### src/rtl/shift_seq_pkg.sv
// Shared encodings for the shift/sequence register: operation modes and FSM states.
package shift_seq_pkg;

  localparam logic [2:0] MODE_SHL = 3'b000;
  localparam logic [2:0] MODE_SHR = 3'b001;
  localparam logic [2:0] MODE_ROL = 3'b010;
  localparam logic [2:0] MODE_ROR = 3'b011;
  localparam logic [2:0] MODE_ASR = 3'b100;

  localparam logic [1:0] ST_IDLE  = 2'b00;
  localparam logic [1:0] ST_SHIFT = 2'b01;
  localparam logic [1:0] ST_DONE  = 2'b10;

endpackage

### src/rtl/shift_step.sv
// Single-bit step of the shift register; purely combinational.
module shift_step
  import shift_seq_pkg::*;
#(
  parameter int WIDTH = 16
) (
  input  logic [2:0]       mode,
  input  logic [WIDTH-1:0] cur,
  input  logic             ser_in_l,
  input  logic             ser_in_r,
  output logic [WIDTH-1:0] nxt
);

  // Next register value for one step; reserved modes hold the value.
  always_comb begin
    nxt = cur;
    case (mode)
      MODE_SHL: nxt = {cur[WIDTH-2:0], ser_in_r};
      MODE_SHR: nxt = {ser_in_l, cur[WIDTH-1:1]};
      MODE_ROL: nxt = {cur[WIDTH-2:0], cur[WIDTH-1]};
      MODE_ROR: nxt = {cur[0], cur[WIDTH-1:1]};
      MODE_ASR: nxt = {cur[WIDTH-1], cur[WIDTH-1:1]};
      default:  nxt = cur;
    endcase
  end

endmodule

### src/rtl/shift_seq_reg.sv
// Multi-cycle shift/rotate register: parallel load, then one step per clock for a
// saturated step count, with busy during stepping and a one-cycle done pulse.
module shift_seq_reg
  import shift_seq_pkg::*;
#(
  parameter int WIDTH = 16,
  localparam int CW   = $clog2(WIDTH + 1)
) (
  input  logic             clk,
  input  logic             rst,
  input  logic             ld,
  input  logic [WIDTH-1:0] par_in,
  input  logic             start,
  input  logic [2:0]       mode,
  input  logic [CW-1:0]    amt,
  input  logic             ser_in_l,
  input  logic             ser_in_r,
  output logic [WIDTH-1:0] par_out,
  output logic             MSB_out,
  output logic             LSB_out,
  output logic             busy,
  output logic             done
);

  localparam logic [CW-1:0] WIDTH_C = CW'(WIDTH);
  localparam logic [CW-1:0] CNT_ONE = CW'(1);
  localparam logic [CW-1:0] CNT_ZERO = CW'(0);

  logic [WIDTH-1:0] par_r;
  logic [WIDTH-1:0] step_s;
  logic [CW-1:0]    cnt_r;
  logic [CW-1:0]    amt_sat_s;
  logic [2:0]       mode_r;
  logic [1:0]       state_r;
  logic             busy_r;
  logic             done_r;

  function automatic logic [CW-1:0] sat_amt(input logic [CW-1:0] a);
    if (a > WIDTH_C) begin
      sat_amt = WIDTH_C;
    end else begin
      sat_amt = a;
    end
  endfunction

  assign amt_sat_s = sat_amt(amt);

  shift_step #(.WIDTH(WIDTH)) u_step (
    .mode     (mode_r),
    .cur      (par_r),
    .ser_in_l (ser_in_l),
    .ser_in_r (ser_in_r),
    .nxt      (step_s)
  );

  // FSM, step counter and data register; busy/done are kept as registers alongside the state.
  always_ff @(posedge clk or posedge rst) begin
    if (rst) begin
      par_r   <= {WIDTH{1'b0}};
      cnt_r   <= CNT_ZERO;
      mode_r  <= MODE_SHL;
      state_r <= ST_IDLE;
      busy_r  <= 1'b0;
      done_r  <= 1'b0;
    end else begin
      case (state_r)
        ST_IDLE, ST_DONE: begin
          if (ld) begin
            par_r   <= par_in;
            state_r <= ST_IDLE;
            busy_r  <= 1'b0;
            done_r  <= 1'b0;
          end else if (start) begin
            mode_r <= mode;
            cnt_r  <= amt_sat_s;
            if (amt_sat_s != CNT_ZERO) begin
              state_r <= ST_SHIFT;
              busy_r  <= 1'b1;
              done_r  <= 1'b0;
            end else begin
              state_r <= ST_DONE;
              busy_r  <= 1'b0;
              done_r  <= 1'b1;
            end
          end else begin
            state_r <= ST_IDLE;
            busy_r  <= 1'b0;
            done_r  <= 1'b0;
          end
        end
        ST_SHIFT: begin
          par_r <= step_s;
          cnt_r <= cnt_r - CNT_ONE;
          if (cnt_r == CNT_ONE) begin
            state_r <= ST_DONE;
            busy_r  <= 1'b0;
            done_r  <= 1'b1;
          end else begin
            state_r <= ST_SHIFT;
            busy_r  <= 1'b1;
            done_r  <= 1'b0;
          end
        end
        default: begin
          state_r <= ST_IDLE;
          busy_r  <= 1'b0;
          done_r  <= 1'b0;
        end
      endcase
    end
  end

  assign par_out = par_r;
  assign MSB_out = par_r[WIDTH-1];
  assign LSB_out = par_r[0];
  assign busy    = busy_r;
  assign done    = done_r;

endmodule

### config.mk
export PLATFORM = sky130hd
export DESIGN_NAME = shift_seq_reg
export DESIGN_NICKNAME = d
export VERILOG_FILES = /design/src/rtl/shift_seq_pkg.sv /design/src/rtl/shift_step.sv /design/src/rtl/shift_seq_reg.sv
export SDC_FILE = /design/constraint.sdc
export NUM_CORES = 1
export LEC_CHECK = 0
export CAP_MARGIN = 20
export CORE_MARGIN = 5
export CORE_UTILIZATION = 47
export CTS_CLUSTER_DIAMETER = 30
export DETAILED_ROUTE_END_ITERATION = 16
export PLACE_DENSITY_LB_ADDON = 0.1
export SLEW_MARGIN = 25
export SYNTH_ARGS = -nofsm -noshare
export SYNTH_HDL_FRONTEND = slang
export SYNTH_SLANG_ARGS = --single-unit
### constraint.sdc
create_clock -name clk -period 1.8 [get_ports clk]
set_input_delay 0.36 -clock clk [delete_from_list [all_inputs] [get_ports clk]]
set_output_delay 0.36 -clock clk [all_outputs]
set_load 0.02 [all_outputs]
==> impl_metrics.py <==
metrics = {
    "placed_design": {
        "finalWeightedCongestion": 0.826,
        "dp.cells": 283,
        "post_dp_cell_area_um2": 2270,
        "dp_hpwl_mm": 3.60,
        "port_buffers": 49,
    },
    "setup_path": {
        "cp_max_fo": 6,
        "cp_slowest_cell": "clkdlybuf4s50_1",
        "worst_r2r_endpoint": "par_out[0]$_DFFE_PP0P_",
        "cp.arrival_ns": 1.38,
        "r2r_slack_ns": 0.20,
        "slowest_delay_ns": 0.66,
        "cp-end-kind": "output pin",
        "start_kind": "register",
        "crit_chain": "clkdlybuf4s50_1",
        "cp_top_family": "buffers and inverters",
        "critPathKind": "register to output pin",
        "path_buf_inv": 1,
        "reg2reg_from": "mode_r[1]$_DFFE_PP0P_",
        "reg2reg_depth": 4,
        "required_ns": 1.44,
    },
    "outcome": {
        "outcome": "finished, final reports clean",
    },
    "floorplan": {
        "num_rows": 22,
        "initial_core_util_pct": 47.9,
        "fp.dieH_um": 70.6,
        "coreArea_um2": 3610,
        "die_w_um": 70.6,
        "dieArea_um2": 4990,
        "ios": 50,
    },
    "finish": {
        "final_core_util_pct": 64.8,
        "final_area_um2": 2340,
        "antenna_cells": 0,
        "final_cell_mix": "47 x clkdlybuf4s50_1, 25 x dfrtp_1, 24 x nand2_1",
        "layout_commonest_cell": "clkdlybuf4s50_1",
        "finalNonFillerCells": 287,
        "nets": 272,
        "drive_gt1_share_pct": 12.6,
        "nFillCells": 327,
        "synthToLayoutAreaGrowth_pct": 35.3,
    },
    "sta": {
        "rsz0062_at_grt": "false",
        "period_needed_ns": 1.74,
        "finalHoldViolCount": 0,
        "setup_viol": 0,
        "finalSetupTns_ns": 0,
        "fmax_mhz": 575,
        "slew_headroom_pct": 54.0,
        "min_period_over_period_pct": 96.6,
        "worstMarginPinSlew_ns": 0.689,
        "slew_viol_final": 0,
        "finClkSkew_ns": 0.00357,
    },
    "global_route": {
        "grt_pass1_vias": 1741,
        "antenna_found_initial": 0,
        "grt_start_max_net_pins": 31,
        "gr-total-overflow": 0,
        "grt_use_total_pct": 20.2,
        "grt_pass1_wl_mm": 8.34,
    },
    "clock_network": {
        "clkSinkCount": 26,
        "postCtsSetupRepairBufs": 0,
        "cts_buffers": 3,
        "cts_tree": "yes",
        "root_buffer": "clkbuf_8",
        "clock_latency_ns": 0.27,
        "cts.clk_slew.worst_paths_ns": 0.09,
        "htreeDepth": 1,
        "clockBufferDepth": 2,
    },
    "synth": {
        "avgSynthCellArea_um2": 9.09,
        "synth.distinct_cells": 38,
        "synth.area.top_cells": "dfrtp_1 38%, a32oi_1 7.6%, mux2i_1 7.0%, mux2_2 5.9%, nand2_1 5.2%",
        "synth-xor-area-share_pct": 0,
        "ys_ff_latch": 26,
        "synthAdderAreaFrac_pct": 1.45,
        "synth-simple-area-share_pct": 15.0,
        "synth_top_area_share_pct": 37.7,
        "syn-cell-area_um2": 1730,
        "synth_top_family_by_area": "compound AO/OA/AOI/OAI gates",
        "muxShareOfSynthArea_pct": 12.8,
        "synth-seq-area-share_pct": 37.7,
        "syn_nets": 222,
        "syn_inst": 190,
        "yosysWarnings": 0,
        "synth_top_cell_by_area": "dfrtp_1",
        "synth-compound-area-share_pct": 25.9,
    },
    "routing": {
        "wire_per_inst_um": 17.0,
        "wirelength_mm": 4.89,
        "drt_iter0_drc": 148,
        "vias": 1717,
        "via_per_inst": 5.98,
        "dr.pass1.iters": 4,
        "drcViolationCount": 0,
        "ant_nets": 0,
    },
    "power_and_ir_drop": {
        "p_per_area_nw_per_um2": 1900,
        "p_leak_uw": 0.000982,
        "vdd_drop_max_uv": 813,
    },
    "flow_run": {
        "drv_cap": 0,
    },
    "worst_hold_path": {
        "hold_class": "primary input to asynchronous set/reset pin",
    },
}
## flip-flops by register name, summed over array words and instances (netlist names)
register and cells:
mode_r 3, par_out 16, state_r 1, done 1
cnt_r 5
## cells by family (layout without fill, tap and decap cells)
logic type / Yosys count / count (layout)
AOI/OAI and AO/OA: 64 / 64
muxes: 21 / 21
DFF: 26 / 26
adders and majority gates: 2 / 2
buffers and inverters: 23 / 72
and+or+nand+nor: 54 / 54
## power breakdown
part | leakage [µW] | internal, µW | switching, µW
registers | 0.000311 | 887 | 396
clock network | 0.0000288 | 196 | 193
logic | 0.000641 | 1310 | 1460
## cell usage after synthesis
| cell type | n |
|---|---|
| nand2_1 | 24 |
| buf_1 | 1 |
| a211oi_1 | 7 |
| ha_1 | 2 |
| buf_6 | 2 |
| o21ai_0 | 12 |
| o22ai_1 | 1 |
| o21ai_1 | 1 |
| mux2_2 | 9 |
| buf_2 | 5 |
| a2bb2oi_1 | 1 |
| a22oi_1 | 1 |
| or3b_1 | 1 |
| or2_1 | 1 |
| or4_1 | 1 |
| inv_1 | 6 |
| o211ai_1 | 1 |
| nand2b_1 | 2 |
| a211o_1 | 1 |
| o311ai_0 | 1 |
| clkbuf_1 | 5 |
| buf_4 | 4 |
| nor2_1 | 11 |
| nand3_1 | 1 |
| nor3_1 | 1 |
| a21oi_2 | 1 |
| a21oi_1 | 15 |
| nor3_2 | 1 |
| a32oi_1 | 15 |
| nand3b_1 | 1 |
| a311oi_1 | 1 |
| a311o_1 | 5 |
| mux2i_1 | 12 |
| dfrtp_1 | 26 |
| nor2b_1 | 7 |
| and3_1 | 1 |
| o2111ai_1 | 1 |
| nor3b_1 | 2 |
## final cells by class
type / instances / area, µm² / area share, %
multi-input cells: 141 / 953 / 40.8
flip-flops and latches: 26 / 652 / 27.9
repair buffers: 62 / 593 / 25.4
well taps: 48 / 60.1 / 2.57
clock buffers: 4 / 55.1 / 2.36
inverters: 6 / 22.5 / 0.964
## metrics by stage
step / power (µW) / worst slack, ns / hold slack [ns]
after floorplan: 3070 / 0.279 / 0.400
after global placement: 3930 / -0.0669 / 0.475
after detailed placement: 4040 / -0.107 / 0.485
after CTS: 4440 / 0.00896 / 0.467
after global routing: 4790 / 0.0126 / 0.494
final: 4440 / 0.0608 / 0.450
## worst max path at each step
stage	from	end	cells past startpoint
2_1_floorplan	state_r[0]$_DFF_PP0_	par_out[2]$_DFFE_PP0P_	6
3_3_place_gp	ld	cnt_r[4]$_DFFE_PP0P_	5
3_5_place_dp	ld	cnt_r[4]$_DFFE_PP0P_	5
4_1_cts	par_out[0]$_DFFE_PP0P_	LSB_out	1
5_1_grt	par_out[5]$_DFFE_PP0P_	par_out[5]	1
6_report	par_out[5]$_DFFE_PP0P_	par_out[5]	1
## per-layer routing
| metal | routed length, µm | up-vias | GRT usage (%) |
|---|---|---|---|
| li1 | - | 801 | - |
| met1 | 2160 | 831 | 28.1 |
| met2 | 2350 | 76 | 32.4 |
| met3 | 321 | 9 | 3.84 |
| met4 | 54 | 0 | 5.22 |
| met5 | 0 | - | 0 |
## repair_timing
item                                    4_1_cts  5_1_grt
endpoints found under the setup margin        0        6
hold buffers                                  0        0
resized for setup                             0        4
(Power assumes the default switching activity.)
